`src/rtl/uart_pkg.sv`:
```
// ============================================================================
// Module   : uart_pkg
// Brief    : Shared UART types, parity constants and parity helper (RX/TX).
// Revision : 1.0 - initial release
// ============================================================================
`default_nettype none

package uart_pkg;

  typedef enum logic [2:0] {
    IDLE   = 3'd0,
    START  = 3'd1,
    DATA   = 3'd2,
    PARITY = 3'd3,
    STOP   = 3'd4
  } uart_state_e;

  localparam logic PAR_EVEN = 1'b0;
  localparam logic PAR_ODD  = 1'b1;

  // Words narrower than 32 bits are zero-extended, which leaves the XOR unchanged.
  function automatic logic calc_parity(input logic [31:0] i_data, input logic i_typ);
    logic w_x;
    w_x = ^i_data;
    return (i_typ == PAR_EVEN) ? w_x : ((i_typ == PAR_ODD) ? ~w_x : w_x);
  endfunction

endpackage

`default_nettype wire

```
`src/rtl/uart_rx_sampler.sv`:
```
// ============================================================================
// Module   : uart_rx_sampler
// Brief    : Per-bit edge/bit counters and 3-sample majority vote for uart_rx.
// Revision : 1.0 - initial release
// ============================================================================
`default_nettype none

module uart_rx_sampler
  import uart_pkg::*;
#(
  parameter int PRESCALE = 8,
  parameter int BIT_W    = 4
) (
  input  logic             clk,
  input  logic             rst,
  input  logic             i_start,
  input  logic             i_active,
  input  logic             i_rx,
  output logic             o_sampled_bit,
  output logic             o_sample_strobe,
  output logic             o_bit_end,
  output logic [BIT_W-1:0] o_bit_cnt
);

  localparam int c_EDGE_W = $clog2(PRESCALE);
  localparam int c_MID    = PRESCALE / 2;

  logic [c_EDGE_W-1:0] r_edge_cnt;
  logic [BIT_W-1:0]    r_bit_cnt;
  logic                r_s0;
  logic                r_s1;
  logic                w_last_edge;

  assign w_last_edge = (r_edge_cnt == c_EDGE_W'(PRESCALE - 1));

  // The detection cycle is edge 0, so the counter resumes at edge 1.
  always_ff @(posedge clk) begin
    if (rst) begin
      r_edge_cnt <= '0;
      r_bit_cnt  <= '0;
      r_s0       <= 1'b0;
      r_s1       <= 1'b0;
    end else if (i_start) begin
      r_edge_cnt <= c_EDGE_W'(1);
      r_bit_cnt  <= '0;
    end else if (i_active) begin
      if (w_last_edge) begin
        r_edge_cnt <= '0;
        r_bit_cnt  <= r_bit_cnt + BIT_W'(1);
      end else begin
        r_edge_cnt <= r_edge_cnt + c_EDGE_W'(1);
      end
      if (r_edge_cnt == c_EDGE_W'(c_MID - 1)) r_s0 <= i_rx;
      if (r_edge_cnt == c_EDGE_W'(c_MID))     r_s1 <= i_rx;
    end else begin
      r_edge_cnt <= '0;
      r_bit_cnt  <= '0;
    end
  end

  // Third sample is the live line at edge M+1, where the vote is decided.
  assign o_sampled_bit   = (r_s0 & r_s1) | (r_s0 & i_rx) | (r_s1 & i_rx);
  assign o_sample_strobe = i_active && (r_edge_cnt == c_EDGE_W'(c_MID + 1));
  assign o_bit_end       = i_active && w_last_edge;
  assign o_bit_cnt       = r_bit_cnt;

endmodule

`default_nettype wire

```
`src/rtl/uart_rx.sv`:
```
// ============================================================================
// Module   : uart_rx
// Brief    : Oversampling UART receiver with optional parity and stop check.
//            Define RX_SYNC_EN to insert a 2-flop synchronizer on RX_IN.
// Revision : 1.0 - initial release
// ============================================================================
`default_nettype none

module uart_rx
  import uart_pkg::*;
#(
  parameter int DATA_WIDTH = 8,
  parameter int PRESCALE   = 8
) (
  input  logic                  clk,
  input  logic                  rst,
  input  logic                  RX_IN,
  input  logic                  PAR_EN,
  input  logic                  PAR_TYP,
  output logic [DATA_WIDTH-1:0] P_DATA,
  output logic                  Data_Valid,
  output logic                  par_err,
  output logic                  stp_err
);

  localparam int c_BIT_W = $clog2(DATA_WIDTH + 3);

  uart_state_e           r_state;
  uart_state_e           w_next;
  logic                  w_rx;
  logic                  w_start;
  logic                  w_done;
  logic                  w_active;
  logic                  w_bit;
  logic                  w_strobe;
  logic                  w_bit_end;
  logic [c_BIT_W-1:0]    w_bit_cnt;
  logic                  r_prev_rx;
  logic                  r_par_en;
  logic                  r_par_typ;
  logic                  r_par_bad;
  logic [DATA_WIDTH-1:0] r_shift;
  logic [DATA_WIDTH-1:0] r_pdata;
  logic                  r_data_valid;
  logic                  r_par_err;
  logic                  r_stp_err;

`ifdef RX_SYNC_EN
  logic [1:0] r_rx_sync;
  always_ff @(posedge clk) begin
    if (rst) r_rx_sync <= 2'b11;
    else     r_rx_sync <= {r_rx_sync[0], RX_IN};
  end
  assign w_rx = r_rx_sync[1];
`else
  assign w_rx = RX_IN;
`endif

  assign w_active = (r_state != IDLE);

  uart_rx_sampler #(
    .PRESCALE (PRESCALE),
    .BIT_W    (c_BIT_W)
  ) u_sampler (
    .clk             (clk),
    .rst             (rst),
    .i_start         (w_start),
    .i_active        (w_active),
    .i_rx            (w_rx),
    .o_sampled_bit   (w_bit),
    .o_sample_strobe (w_strobe),
    .o_bit_end       (w_bit_end),
    .o_bit_cnt       (w_bit_cnt)
  );

  always_ff @(posedge clk) begin
    if (rst) r_state <= IDLE;
    else     r_state <= w_next;
  end

  always_comb begin
    w_next  = r_state;
    w_start = 1'b0;
    w_done  = 1'b0;
    case (r_state)
      IDLE: begin
        if (r_prev_rx && !w_rx) begin
          w_next  = START;
          w_start = 1'b1;
        end
      end
      START: begin
        if (w_strobe && w_bit) w_next = IDLE;
        else if (w_bit_end)    w_next = DATA;
      end
      DATA: begin
        if (w_bit_end && (w_bit_cnt == c_BIT_W'(DATA_WIDTH)))
          w_next = r_par_en ? PARITY : STOP;
      end
      PARITY: begin
        if (w_bit_end) w_next = STOP;
      end
      // Leave at the stop decision point so a following start edge is not missed.
      STOP: begin
        if (w_strobe) begin
          w_next = IDLE;
          w_done = 1'b1;
        end
      end
      default: w_next = IDLE;
    endcase
  end

  always_ff @(posedge clk) begin
    if (rst) begin
      r_prev_rx    <= 1'b1;
      r_par_en     <= 1'b0;
      r_par_typ    <= 1'b0;
      r_par_bad    <= 1'b0;
      r_shift      <= '0;
      r_pdata      <= '0;
      r_data_valid <= 1'b0;
      r_par_err    <= 1'b0;
      r_stp_err    <= 1'b0;
    end else begin
      r_prev_rx    <= w_rx;
      r_data_valid <= 1'b0;
      r_par_err    <= 1'b0;
      r_stp_err    <= 1'b0;
      if (w_start) begin
        r_par_en  <= PAR_EN;
        r_par_typ <= PAR_TYP;
        r_par_bad <= 1'b0;
      end
      if ((r_state == DATA) && w_strobe)
        r_shift <= {w_bit, r_shift[DATA_WIDTH-1:1]};
      if ((r_state == PARITY) && w_strobe)
        r_par_bad <= (w_bit != calc_parity(32'(r_shift), r_par_typ));
      if (w_done) begin
        r_par_err <= r_par_bad;
        r_stp_err <= ~w_bit;
        if (!r_par_bad && w_bit) begin
          r_data_valid <= 1'b1;
          r_pdata      <= r_shift;
        end
      end
    end
  end

  assign P_DATA     = r_pdata;
  assign Data_Valid = r_data_valid;
  assign par_err    = r_par_err;
  assign stp_err    = r_stp_err;

endmodule

`default_nettype wire

```
`config.mk`:
```
export PLATFORM = sky130hd
export DESIGN_NAME = uart_rx
export DESIGN_NICKNAME = d
export VERILOG_FILES = /design/src/rtl/uart_pkg.sv /design/src/rtl/uart_rx_sampler.sv /design/src/rtl/uart_rx.sv
export SDC_FILE = /design/constraint.sdc
export NUM_CORES = 1
export LEC_CHECK = 0
export CORE_MARGIN = 1.5
export CORE_UTILIZATION = 55
export CTS_CLUSTER_DIAMETER = 30
export CTS_CLUSTER_SIZE = 16
export DETAILED_ROUTE_END_ITERATION = 6
export PLACE_DENSITY = 0.78
export SKIP_CTS_REPAIR_TIMING = 1
export SLEW_MARGIN = 5
export SYNTH_ARGS = -nofsm -noshare
export SYNTH_HDL_FRONTEND = slang
export SYNTH_SLANG_ARGS = --single-unit
```
`constraint.sdc`:
```
create_clock -name clk -period 1.85 [get_ports clk]
set_input_delay 0.185 -clock clk [delete_from_list [all_inputs] [get_ports clk]]
set_output_delay 0.185 -clock clk [all_outputs]
set_load 0.02 [all_outputs]
```
==> results of run 1 <==
logic make-up (layout without fill, tap and decap cells):
kind of cell,Yosys count,count (layout)
buf+inv,17,36
xor+xnor,12,12
compound gates,14,14
flops,35,35
simple gates,56,56
mux,21,21
fa+ha+maj,8,8
registers in the layout, summed over array words and instances, names as in the netlist, 3 cells and up:
signal and cells:
r_shift 8, r_state 3, u_sampler.o_bit_cnt 4, u_sampler.r_edge_cnt 3
P_DATA 8
through the flow:
step	area [µm²]	TNS, ns	utilization	worst slack (ns)
2_1_floorplan	1570	0	-	0.278
4_1_cts	1840	0	0.672	0.111
5_1_grt	1840	0	0.673	0.0437
3_3_place_gp	1780	0	0.651	0.0643
3_5_place_dp	1780	-0.0338	0.651	-0.0338
6_report	1840	0	0.673	0.159
power by group:
part           internal, mW  switching (mW)
Clock                 0.176           0.241
Sequential            0.765          0.0172
Combinational        0.0536          0.0597
Yosys cell counts, drive strengths merged:
library cell  count  area (µm²)
dfxtp            35         701
nor2             27         109
mux2i            21         210
inv               8        30.0
xnor2             8        70.1
ha                7        87.6
nand2             7        26.3
clkbuf            6        23.8
a21oi             4        20.0
nor3              4        31.3
xor2              4        35.0
buf               3        15.0
nor3b             3        22.5
a311o             2        20.0
nand3             2        10.0
nand3b            2        15.0
nand4             2        12.5
o21ai             2        10.0
o41ai             2        17.5
or2               2        12.5
or3               2        12.5
a211oi            1        7.51
a31oi             1        6.26
and3              1        11.3
maj3              1        11.3
nand4b            1        8.76
nor2b             1        6.26
nor4              1        6.26
o21a              1        7.51
o31ai             1        7.51
or3b              1        8.76
critical path, delay by kind of cell (launching register included):
kind          cells  cell delay, ns
fa+ha+maj         1            0.25
mux               1            0.17
simple gates      3            0.59
flops             1            0.39
buf+inv           1            0.19
cell type report:
| cell class | instances | area (µm²) | area share |
|---|---|---|---|
| Timing Repair Buffer | 21 | 208 | 0.113 |
| Tap cell | 31 | 38.8 | 0.0211 |
| Clock buffer | 6 | 51.3 | 0.0279 |
| Clock inverter | 1 | 5.00 | 0.00272 |
| Inverter | 8 | 30.0 | 0.0163 |
| Multi-Input combinational cell | 111 | 806 | 0.438 |
| Sequential cell | 35 | 701 | 0.381 |
cell usage in the layout, fill, tap and decap left out, types with 2 or more instances in the layout:
| cell type | n |
|---|---|
| nand3_1 | 2 |
| nor2_1 | 26 |
| nand2_1 | 7 |
| a21oi_1 | 4 |
| dfxtp_1 | 35 |
| o21ai_1 | 2 |
| ha_1 | 6 |
| nor3b_1 | 3 |
| nand4_1 | 2 |
| nand3b_1 | 2 |
| xnor2_1 | 8 |
| xor2_1 | 4 |
| a311o_1 | 2 |
| buf_4 | 5 |
| nor3_1 | 3 |
| or2_1 | 2 |
| inv_1 | 7 |
| o41ai_1 | 2 |
| clkbuf_4 | 5 |
| clkdlybuf4s50_1 | 15 |
| mux2i_1 | 21 |
| or3_1 | 2 |
worst min-delay path by stage:
stage / start / endpoint / slack [ns] / cells past startpoint
after floorplan: RX_IN / r_prev_rx / 0.28 / 1
after global placement: P_DATA[0] / P_DATA[0] / 0.48 / 2
after detailed placement: P_DATA[2] / P_DATA[2] / 0.49 / 2
after CTS: PAR_EN / r_par_en / 0.45 / 3
after global routing: PAR_EN / r_par_en / 0.49 / 3
final: PAR_EN / r_par_en / 0.45 / 3
routing by layer:
metal,GRT usage,part of all wire
met1,0.252,0.46
met2,0.344,0.48
met3,0.0829,0.043
met4,0.0782,0.014
met5,0,0
==> results.md, run 1 <==
- The flow ran to the end, and the final reports show no timing, DRC or antenna violations.
- After synthesis the cells add up to 1570 µm².
- The worst min-delay path class is primary input to register.
- The dominant combinational cell family by area after synthesis is simple AND/OR/NAND/NOR gates.
- The startpoint of the worst-slack reg-to-reg timing path is u_sampler.r_edge_cnt[0].
- After detailed routing, the total wire length is 2910 µm.
- The clock arrives with 0.00748 ns of skew.
- Setup repair after global routing left no endpoint under its margin.
- The share of synthesized cell area in and, or, nand and nor gates is 0.186.
- For the worst setup path, the data arrival time is 1.93 ns.
- Setup violations remaining at the end of the flow were counted as 0.
- The critical-path cell with the highest stage delay is or3b_1.
- The leakage power figure is 0.736 nW.
- The worst setup path is launched from a register.
- The total clock buffers created by CTS is 5.
- TritonCTS built the clock tree.
- The compound-cell area share of the yosys netlist is 0.0613.
- The maximum VDD drop is 0.785 mV.
- The number of levels in the clock H-tree is 2.
- The power per standard cell area is 714 nW/µm².
- The number of global-route vias before repair is 1207.
- The number of nets with antenna violations after detailed routing is 0.
- In the final layout, the share of cells above drive strength 1 is 0.104.
- The average via count per standard cell is 5.62.
- The number of antenna violations at the first check in global routing was 0.
- The number of fill cells is 216.
- In the finished design, the share of the clock period the worst path needs comes to 0.914.
- The number of warnings printed during yosys synthesis is 0.
- The critical path starts at u_sampler.r_edge_cnt[0].
- The tightest hold path in the finished design has a slack of 0.451 ns.
- After the first detailed-routing iteration, the DRC count stood at 18.
- The endpoint required time on the critical path is 2.09 ns.
- The first global-routing pass estimated 5220 µm of wire.
- The floorplan step defined a die boundary enclosing 3190 µm².
- The largest single stage delay on the critical path is 0.40 ns.
- Total power for the finished layout comes to 1.31 mW.
- The clock passes through at most 2 buffers.
- The worst-path maximum fanout is 9.
- The final cell count without fillers is 213.
- Clock tree synthesis selected as its root buffer the cell clkbuf_4.
- The critical path ends at P_DATA[2].
- After clock tree synthesis, the clock-pin slew on the worst setup and hold paths is 0.10 ns.
- The number of different library cells used by synthesis comes to 35.
- The sequential-to-total area share from yosys stat is 0.446.
- At the end of the flow, the number of nets in the layout was 194.
- The number of cells on the worst reg-to-reg path is 6.
- Dividing the detail-routed wire length by the instance count gives 13.7 µm.
- The final critical path time including I/O delays and setup is 1.69 ns.
- In the synthesized netlist, the number of instances is 163.
- The DRC violations left is 0.
- Entering global routing, the biggest net connects 29 pins.
- CTS saw 35 sinks.
- The I/O pin count is 16.
- For the pin with the worst max-slew slack, the measured transition is 0.363 ns.
- Measured against its own limit, the worst slew margin works out to 0.758.
- STA classifies the critical path endpoint as a register.
- The total count of hold-check failures in the final report is 0.
- The clock insertion delay at the later pin of the skew report is 0.34 ns.
- The instance count after placement with tap cells included is 206.
- The worst setup slack for register-to-register paths is 0.16 ns.
- During placement, the flow inserted port buffers numbering 15.
- The number of antenna diodes in the final layout is 0.
- After synthesis, the mean cell area works out to 9.65 µm².
- After synthesis, the share of cell area in mux cells is 0.134.
- The core region is 2730 µm².
- The number of nets in the synthesized netlist is 175.
- The count of max-cap constraint violations is 0.
- The routed via count is 1198.
- The vertical die dimension is 56.5 µm.
- The starting utilization of the core area is 0.575.
- The layout overhead on the synthesized area is 16.9%.
- The capturing point of the worst reg2reg path is P_DATA[2].
- The number of detailed-route iterations in the first pass is 4.
- The max-slew violation count is 0.
- The remaining global-route overflow is 0.
- The count of state elements after synthesis is 35.
- The worst setup path is of the register to register kind.
- From left edge to right edge, the die measures 56.5 µm.
- The global placer's final weighted congestion is 0.867.
- The adder-cell share of the synthesized area is 0.0628.
- Of the total synthesized cell area, the portion taken by XOR and XNOR cells is 0.0668.
- Walking the worst path, the cells encountered are ha_2, nand4_1, or3b_1, buf_4, mux2i_1, nor2_1.
- The post-DP HPWL is 2140 µm.
- Across every metal layer, demand over resource in global routing totals 0.212.
- The number of placement rows is 19.
- The timing-limited maximum frequency is 591 MHz.
No activity file was read; power rests on OpenSTA's default activity.
==> run 2, diff against run 1 <==
--- a/config.mk
+++ b/config.mk
@@ -6,12 +6,12 @@
 export NUM_CORES = 1
 export LEC_CHECK = 0
 export CORE_MARGIN = 1.5
-export CORE_UTILIZATION = 55
+export CORE_UTILIZATION = 61
 export CTS_CLUSTER_DIAMETER = 30
 export CTS_CLUSTER_SIZE = 16
 export DETAILED_ROUTE_END_ITERATION = 6
-export PLACE_DENSITY = 0.78
-export SKIP_CTS_REPAIR_TIMING = 1
+export DONT_BUFFER_PORTS = 1
+export PLACE_DENSITY = 0.77
 export SLEW_MARGIN = 5
 export SYNTH_ARGS = -nofsm -noshare
 export SYNTH_HDL_FRONTEND = slang
==> run 2 against run 1 <==
Flip-flop and latch count unchanged. Clock power decreased by 4%. Combinational power about the same. Die area decreased by 9.3%. Hold slack got worse by 0.43 ns. Cell count decreased by 3.8%. Critical path depth unchanged. Register-to-register slack got worse by 0.07 ns. Fmax decreased by 3.7%. Global-route usage increased by 1.5 points. Clock-buffer cell count unchanged. First-iteration DRC count increased by 17%. Largest cell class unchanged.
==> results.md, run 2 (same netlist as run 1, synthesis figures left out) <==
- The worst setup slack for register-to-register paths is 0.09 ns (-0.07 ns).
- The number of nets with antenna violations after detailed routing is 0 (unchanged).
- The number of buffer and inverter stages on the critical path is 1 (unchanged).
- The fraction of layout instances using a drive strength above 1 is 0.0971 (-0.00725).
- The worst setup path is launched from a register.
- The count of antenna diodes in the layout is 0 (unchanged).
- The remaining global-route overflow was 0 (unchanged).
- The clock root buffer is clkbuf_4.
- The maximum clock skew at final layout was 0.00684 ns (-0.000642 ns).
- The tightest min-delay check is of the primary input to register type.
- The count of buffers inserted at the top-level ports was 0 (-15).
- The commonest non-fill, non-tap cell in the layout is dfxtp_1.
- The clock share of power is 0.311 (-0.007).
- The met1 track utilization from global routing is 0.302 (+0.0499).
- The global routing stage identified its most utilized layer as met2.
- In the layout the commonest cells are dfxtp_1 (35), nor2_1 (26), mux2i_1 (21), dlygate4sd3_1 (9), xnor2_1 (8).
- The final critical path time including I/O delays and setup is 1.76 ns (+0.0651 ns).
- The leakage power figure was 0.714 nW (-2.9%).
- The maximum number of buffers from clock root to sink is 2 (unchanged).
- The total clock buffers created by CTS came to 5 (unchanged).
- The global routing met2 resource utilization is 0.339 (-0.00442).
- The layout overhead on the synthesized area is 11.1%.
- The endpoint required time on the critical path was 2.08 ns (about the same).
- Setup repair after global routing left no endpoint under its margin.
- The arrival time at the worst endpoint is 1.98 ns (+0.05 ns).
- The met3 demand-to-capacity share in global routing is 0.0861 (+0.00316).
- The number of levels in the clock H-tree is 2 (unchanged).
- The number of global-route vias before repair is 1019 (-16%).
- The floorplan die area is 2890 µm² (-9.3%).
- The number of antenna violations at the first check in global routing was 0 (unchanged).
- The critical path depth is 6 (unchanged).
- The slowest stage of the critical path is the dlygate4sd3_1 cell.
- The number of instances on the worst hold path is 2 (-1).
- The transition time at the pin with the least slew margin is 0.867 ns (+0.504 ns).
- The I/O pin count was 16 (unchanged).
- The starting utilization of the core area was 0.641 (+0.0654).
- On the critical path the largest part of the delay comes from buffers and inverters.
- The number of detailed-route iterations in the first pass was 4 (unchanged).
- The number of failing setup endpoints in the final timing report is 0 (unchanged).
- The clock sink count is 35 (unchanged).
- Walking the worst path, the cells encountered are ha_1, ha_1, nand2_1, mux2i_1, nor2_1, dlygate4sd3_1.
- The net switching power came to 326 µW (+2.4%).
- The average wire length per cell after detail routing was 13.8 µm (+0.87%).
- The post-layout utilization of the core is 0.712 (+0.0393).
- The pin count of the biggest net entering global routing is 34 (+17%).
- The vertical die dimension is 53.8 µm (-4.8%).
- The total power is 1.29 mW (-1.9%).
- The capturing point of the worst reg2reg path is u_sampler.r_s0.
- The DRC violations left is 0 (unchanged).
- The relative slew slack is 0.420 (-0.338).
- The count of max-cap constraint violations is 0 (unchanged).
- The final worst-path setup slack is 0.0941 ns (-0.0651 ns).
- The part of the total power dissipated in sequential elements came to 0.602 (+0.006).
- The most numerous cell type found on the critical path is ha_1.
- The routed via count came to 1134 (-5.3%).
- The timing-limited maximum frequency is 570 MHz (-3.7%).
- The critical path in this run is classified as register to register.
- The chip width is 53.8 µm (-4.8%).
- The total global routing track utilization was 0.226 (+0.0145).
- The final sum of negative setup slack was 0 ns (unchanged).
- The worst-path maximum fanout is 4 (-5).
- The internal power contribution is 962 µW (-3.3%).
- The global placer's final weighted congestion was 0.802 (-7.5%).
- The switching power as a share of total power is 0.253 (+0.0107).
- The final net count is 186 (-4.1%).
- The setup slack after placement is 0.0355 ns (+0.0693 ns).
- The critical path capture point type is a register.
- The startpoint identified for the worst register-to-register timing path is u_sampler.r_edge_cnt[0].
- The maximum VDD drop was 0.605 mV (-23%).
- The clock edge transition at the registers on the reported setup and hold paths was 0.11 ns (about the same).
- The clock insertion delay at the later pin of the skew report is 0.33 ns (about the same).
- The beginning of the worst hold path is rst.
- The run finished with clean final reports.
- The sink of the worst hold path is r_par_bad.
- The number of DRC markers after the initial detailed-route iteration is 21 (+3).
- The depth of the worst register-to-register path is 6 (unchanged).
- The period utilization came to 0.949 (+0.0352).
- The number of placement rows is 18 (-1).
- The largest stage delay on the critical path is 0.54 ns (+0.14 ns).
- The post-DP HPWL is 1930 µm (-9.7%).
- The power per standard cell area came to 737 nW/µm² (+3.3%).
- The total length of routed wires is 2830 µm (-2.9%).
- The average via count per standard cell came to 5.53 (-1.6%).
- The max-slew violation count was 0 (unchanged).
- The total count of hold-check failures in the final report is 0 (unchanged).
- TritonCTS built the clock tree.
- The first-pass GRT wire length was 4540 µm (-13%).
- The area of the core was 2450 µm² (-10%).
- The share of power burned in combinational logic is 0.087 (about the same).
[run 2: cell types whose count changed in the layout (fill, tap and decap cells not counted)]
| cell | change |
|---|---|
| buf_12 | -1 |
| buf_4 | -1 |
| clkbuf_1 | +1 |
| clkbuf_8 | -1 |
| clkdlybuf4s50_1 | -15 |
| clkinvlp_4 | +1 |
| dlygate4sd3_1 | +9 |
| ha_1 | +1 |
| ha_2 | -1 |
| or3b_1 | -1 |
| or3b_4 | +1 |
[run 2: worst max path at each step]
stage                                  from             end  slack (ns)
floorplan           u_sampler.r_edge_cnt[0]       P_DATA[0]        0.28
global placement    u_sampler.r_edge_cnt[0]       P_DATA[4]        0.12
global route        u_sampler.r_edge_cnt[0]  u_sampler.r_s0        0.03
detailed placement  u_sampler.r_edge_cnt[0]       P_DATA[4]        0.04
CTS                 u_sampler.r_edge_cnt[0]       P_DATA[4]        0.01
finish              u_sampler.r_edge_cnt[0]  u_sampler.r_s0        0.09
[run 2: final cells by class]
class | count | area (µm²)
Tap cell | 30 | 37.5
Timing Repair Buffer | 13 | 120
Fill cell | 195 | 707
Sequential cell | 35 | 701
Inverter | 8 | 30.0
Multi-Input combinational cell | 111 | 806
Clock inverter | 2 | 12.5
Clock buffer | 6 | 41.3
[run 2: per-layer routing]
layer | up-vias | wire [µm]
met4 | 0 | 17
met1 | 535 | 1330
met5 | - | 0
met3 | 2 | 137
li1 | 574 | -
met2 | 23 | 1340
[run 2: power by group through the flow]
stage	Clock (mW)	Combinational (mW)	Sequential, mW
floorplan	0	0.0877	0.787
global placement	0	0.0922	0.792
detailed placement	0	0.0950	0.793
CTS	0.406	0.0990	0.776
global route	0.441	0.123	0.777
finish	0.400	0.112	0.776
[run 2: metrics by stage]
step           instance area [µm²]  hold slack, ns  std cells
2_1_floorplan                 1570           0.285        163
3_3_place_gp                  1600           0.260        188
3_5_place_dp                  1600           0.263        188
4_1_cts                       1720          -0.105        202
5_1_grt                       1750         0.00348        205
6_report                      1750          0.0245        205
[run 2: timing repair]
item,in CTS,in global routing
hold buffers,6,3
setup buffers,0,0
endpoints found under the hold margin,29,24
endpoints found under the setup margin,0,8
resized for setup,0,1
[run 2: worst reg2reg max path: stages (launching register included)]
cell and delay [ns]:
dfxtp_1 0.35, ha_1 0.24, ha_1 0.19, nand2_1 0.09, mux2i_1 0.19, nor2_1 0.05, dlygate4sd3_1 0.54
==> run 3, diff against run 2 <==
--- a/config.mk
+++ b/config.mk
@@ -7,11 +7,12 @@
 export LEC_CHECK = 0
 export CORE_MARGIN = 1.5
 export CORE_UTILIZATION = 61
-export CTS_CLUSTER_DIAMETER = 30
+export CTS_CLUSTER_DIAMETER = 200
 export CTS_CLUSTER_SIZE = 16
 export DETAILED_ROUTE_END_ITERATION = 6
 export DONT_BUFFER_PORTS = 1
 export PLACE_DENSITY = 0.77
+export SETUP_SLACK_MARGIN = 0.4
 export SLEW_MARGIN = 5
 export SYNTH_ARGS = -nofsm -noshare
 export SYNTH_HDL_FRONTEND = slang
==> run 3 against run 2 <==
The run now ends with hold timing left. First-iteration DRC count rose by 14%. Routed wire length rose by 4.4%. Core utilization rose by 3.0 points. Cell count did not move. Critical path type unchanged. Critical endpoint is now P_DATA[1].
==> results.md, run 3 (same netlist as run 1, synthesis figures left out) <==
- The count of antenna diodes in the layout was 0 (unchanged).
- The maximum VDD drop is 0.609 mV (+0.74%).
- The number of global-route vias before repair came to 1104 (+8.3%).
- The maximum clock skew at final layout is 0.0175 ns (+0.0107 ns).
- The maximum number of buffers from clock root to sink is 2 (unchanged).
- The chip width is 53.8 µm (unchanged).
- The starting utilization of the core area is 0.641 (unchanged).
- The average wire length per cell after detail routing came to 14.4 µm (+4.4%).
- The clock insertion delay at the later pin of the skew report came to 0.35 ns (+0.02 ns).
- The first-pass GRT wire length is 4830 µm (+6.4%).
- The startpoint of the worst-slack reg-to-reg timing path is u_sampler.r_edge_cnt[0].
- The internal power contribution came to 969 µW (+0.72%).
- The global placer's final weighted congestion came to 0.798 (-0.57%).
- The worst hold path begins at rst.
- The number of placement rows came to 18 (unchanged).
- The switching power as a share of total power was 0.263 (+0.00997).
- The most critical setup path has its startpoint at u_sampler.r_edge_cnt[0].
- The final worst-path setup slack is 0.281 ns (+0.187 ns).
- The clock tree from TritonCTS is yes.
- The remaining global-route overflow is 0 (unchanged).
- The average via count per standard cell is 5.68 (+2.7%).
- The tree is rooted in a clkbuf_4.
- The total global routing track utilization is 0.238 (+0.0113).
- The power per standard cell area is 722 nW/µm² (-2.0%).
- The met1 track utilization from global routing came to 0.285 (-0.0171).
- The post-DP HPWL is 1920 µm (-0.52%).
- The count of buffers inserted at the top-level ports was 0 (unchanged).
- The clock share of power was 0.316 (+0.005).
- The number of detailed-route iterations in the first pass came to 4 (unchanged).
- The fraction of layout instances using a drive strength above 1 is 0.229 (+0.131).
- The final net count is 186 (unchanged).
- The endpoint required time on the critical path is 2.09 ns (about the same).
- The critical setup path kind is register to register.
- The min-delay analysis places its worst path in the category primary input to register.
- The arrival time at the worst endpoint was 1.81 ns (-0.17 ns).
- The checks that failed: hold timing.
- The count of max-cap constraint violations was 0 (unchanged).
- The routed via count was 1165 (+2.7%).
- The final sum of negative setup slack is 0 ns (unchanged).
- The area after detailed placement is 1620 µm² (+0.94%).
- The net switching power is 346 µW (+6.1%).
- The number of antenna violations at the first check in global routing is 0 (unchanged).
- The global routing met2 resource utilization came to 0.378 (+0.0386).
- Setup repair after global routing could not meet its margin everywhere.
- The run finished, with violations left.
- The pin count of the biggest net entering global routing came to 34 (unchanged).
- The met3 demand-to-capacity share in global routing was 0.0611 (-0.0250).
- The relative slew slack came to 0.770 (+0.350).
- The final critical path time including I/O delays and setup is 1.57 ns (-0.187 ns).
- The number of fill cells is 174 (-11%).
- The top cell types in the final layout, fill and taps aside, are dfxtp_1 (30), nor2_1 (26), mux2i_1 (20), buf_4 (9), xnor2_1 (7).
- The leakage power figure was 0.732 nW (+2.4%).
- Grouping stages by cell kind, the critical path spends the most delay in simple AND/OR/NAND/NOR gates.
- The total length of routed wires was 2950 µm (+4.4%).
- Compared with the post-synthesis result, the final layout area differs by 15.8%.
- The number of nets with antenna violations after detailed routing is 0 (unchanged).
- The largest stage delay on the critical path came to 0.48 ns (-0.06 ns).
- The floorplan die area is 2890 µm² (unchanged).
- The I/O pin count is 16 (unchanged).
- The share of power burned in combinational logic is 0.091 (+0.004).
- The area of all placed cells without fillers is 1820 µm² (+4.2%).
- The total power came to 1.31 mW (+2.1%).
- The max-slew violation count is 0 (unchanged).
- The area of the core is 2450 µm² (unchanged).
- The total clock buffers created by CTS came to 5 (unchanged).
- The critical-path cell with the highest stage delay is or3b_4.
- The number of buffer and inverter stages on the critical path is 0 (-1).
- The total count of hold-check failures in the final report is 28 (+28).
- The number of levels in the clock H-tree is 2 (unchanged).
- The timing-limited maximum frequency is 637 MHz (+12%).
- The tightest hold margin is -0.117 ns (-0.141 ns).
- Leaving out fill and tap cells, the most frequent cell in the layout is dfxtp_1.
- The clock edge transition at the registers on the reported setup and hold paths was 0.12 ns (about the same).
- The clock sink count is 35 (unchanged).
- The number of hold-repair buffers added at the cts stage is 1 (-5).
- In this run the most used layer during global routing was met2.
- The period utilization was 0.848 (-0.101).
- The setup slack after placement came to 0.110 ns (+0.0749 ns).
- The transition time at the pin with the least slew margin was 0.342 ns (-0.525 ns).
- The critical path capture point type is a register.
- The DRC violations left is 0 (unchanged).
- The number of DRC markers after the initial detailed-route iteration came to 24 (+14%).
- The kind of start point of the critical path is a register.
- The vertical die dimension is 53.8 µm (unchanged).
- The part of the total power dissipated in sequential elements is 0.593 (-0.009).
- The worst-path maximum fanout is 5 (+1).
- The number of failing setup endpoints in the final timing report is 0 (unchanged).
- Walking the worst path, the cells encountered are ha_4, nand4_1, or3b_4, mux2i_1, nor2_1.
-- run 3: cell types whose count changed in the layout (fill, tap and decap cells not counted), sizes merged --
cell / before / now
dlygate4sd3: 9 / 1
buf: 4 / 11
clkbuf: 6 / 5
clkinvlp: 1 / 2
or3b: 1 / 2
-- run 3: worst paths after layout --
check	end	slack [ns]	cells past startpoint
hold / removal	r_state[2]	-0.12	1
setup / recovery	P_DATA[1]	0.28	5
setup reg to reg	P_DATA[1]	0.28	5
hold reg to reg	u_sampler.r_s1	0.52	2
-- run 3: power by group through the flow --
stage               registers [mW]  logic, mW  clock network, mW
floorplan                    0.790     0.0936                  0
global placement             0.794     0.0946                  0
detailed placement           0.796     0.0967                  0
CTS                          0.779      0.109              0.416
global route                 0.781      0.131              0.445
finish                       0.780      0.120              0.415
-- run 3: metrics by stage --
stage / util / hold WS [ns] / instances
after detailed placement: 0.659 / 0.254 / 188
after CTS: 0.722 / -0.115 / 203
after global routing: 0.742 / -0.125 / 205
final: 0.742 / -0.117 / 205
after global placement: 0.659 / 0.251 / 188
after floorplan: - / 0.285 / 163
-- run 3: metal layers --
metal	part of all wire	vias to the layer above
met2	0.46	31
li1	-	577
met5	0	-
met4	0.027	0
met3	0.046	9
met1	0.46	548
-- run 3: area by class of cell --
cell class,instances,area (µm²),area share
inverter,8,30.0,0.0165
clock inverter,3,20.0,0.0110
multi-input combinational,112,877,0.482
clock buffer,5,37.5,0.0206
tap,30,37.5,0.0206
sequential,35,709,0.390
timing repair buffer,12,109,0.0598
-- run 3: repair_timing --
item,in CTS,in global routing
hold endpoints to repair,29,28
endpoints found under the setup margin,17,23
pin swaps,6,4
buffers inserted,5,2
gates cloned,1,0
resized for setup,8,8
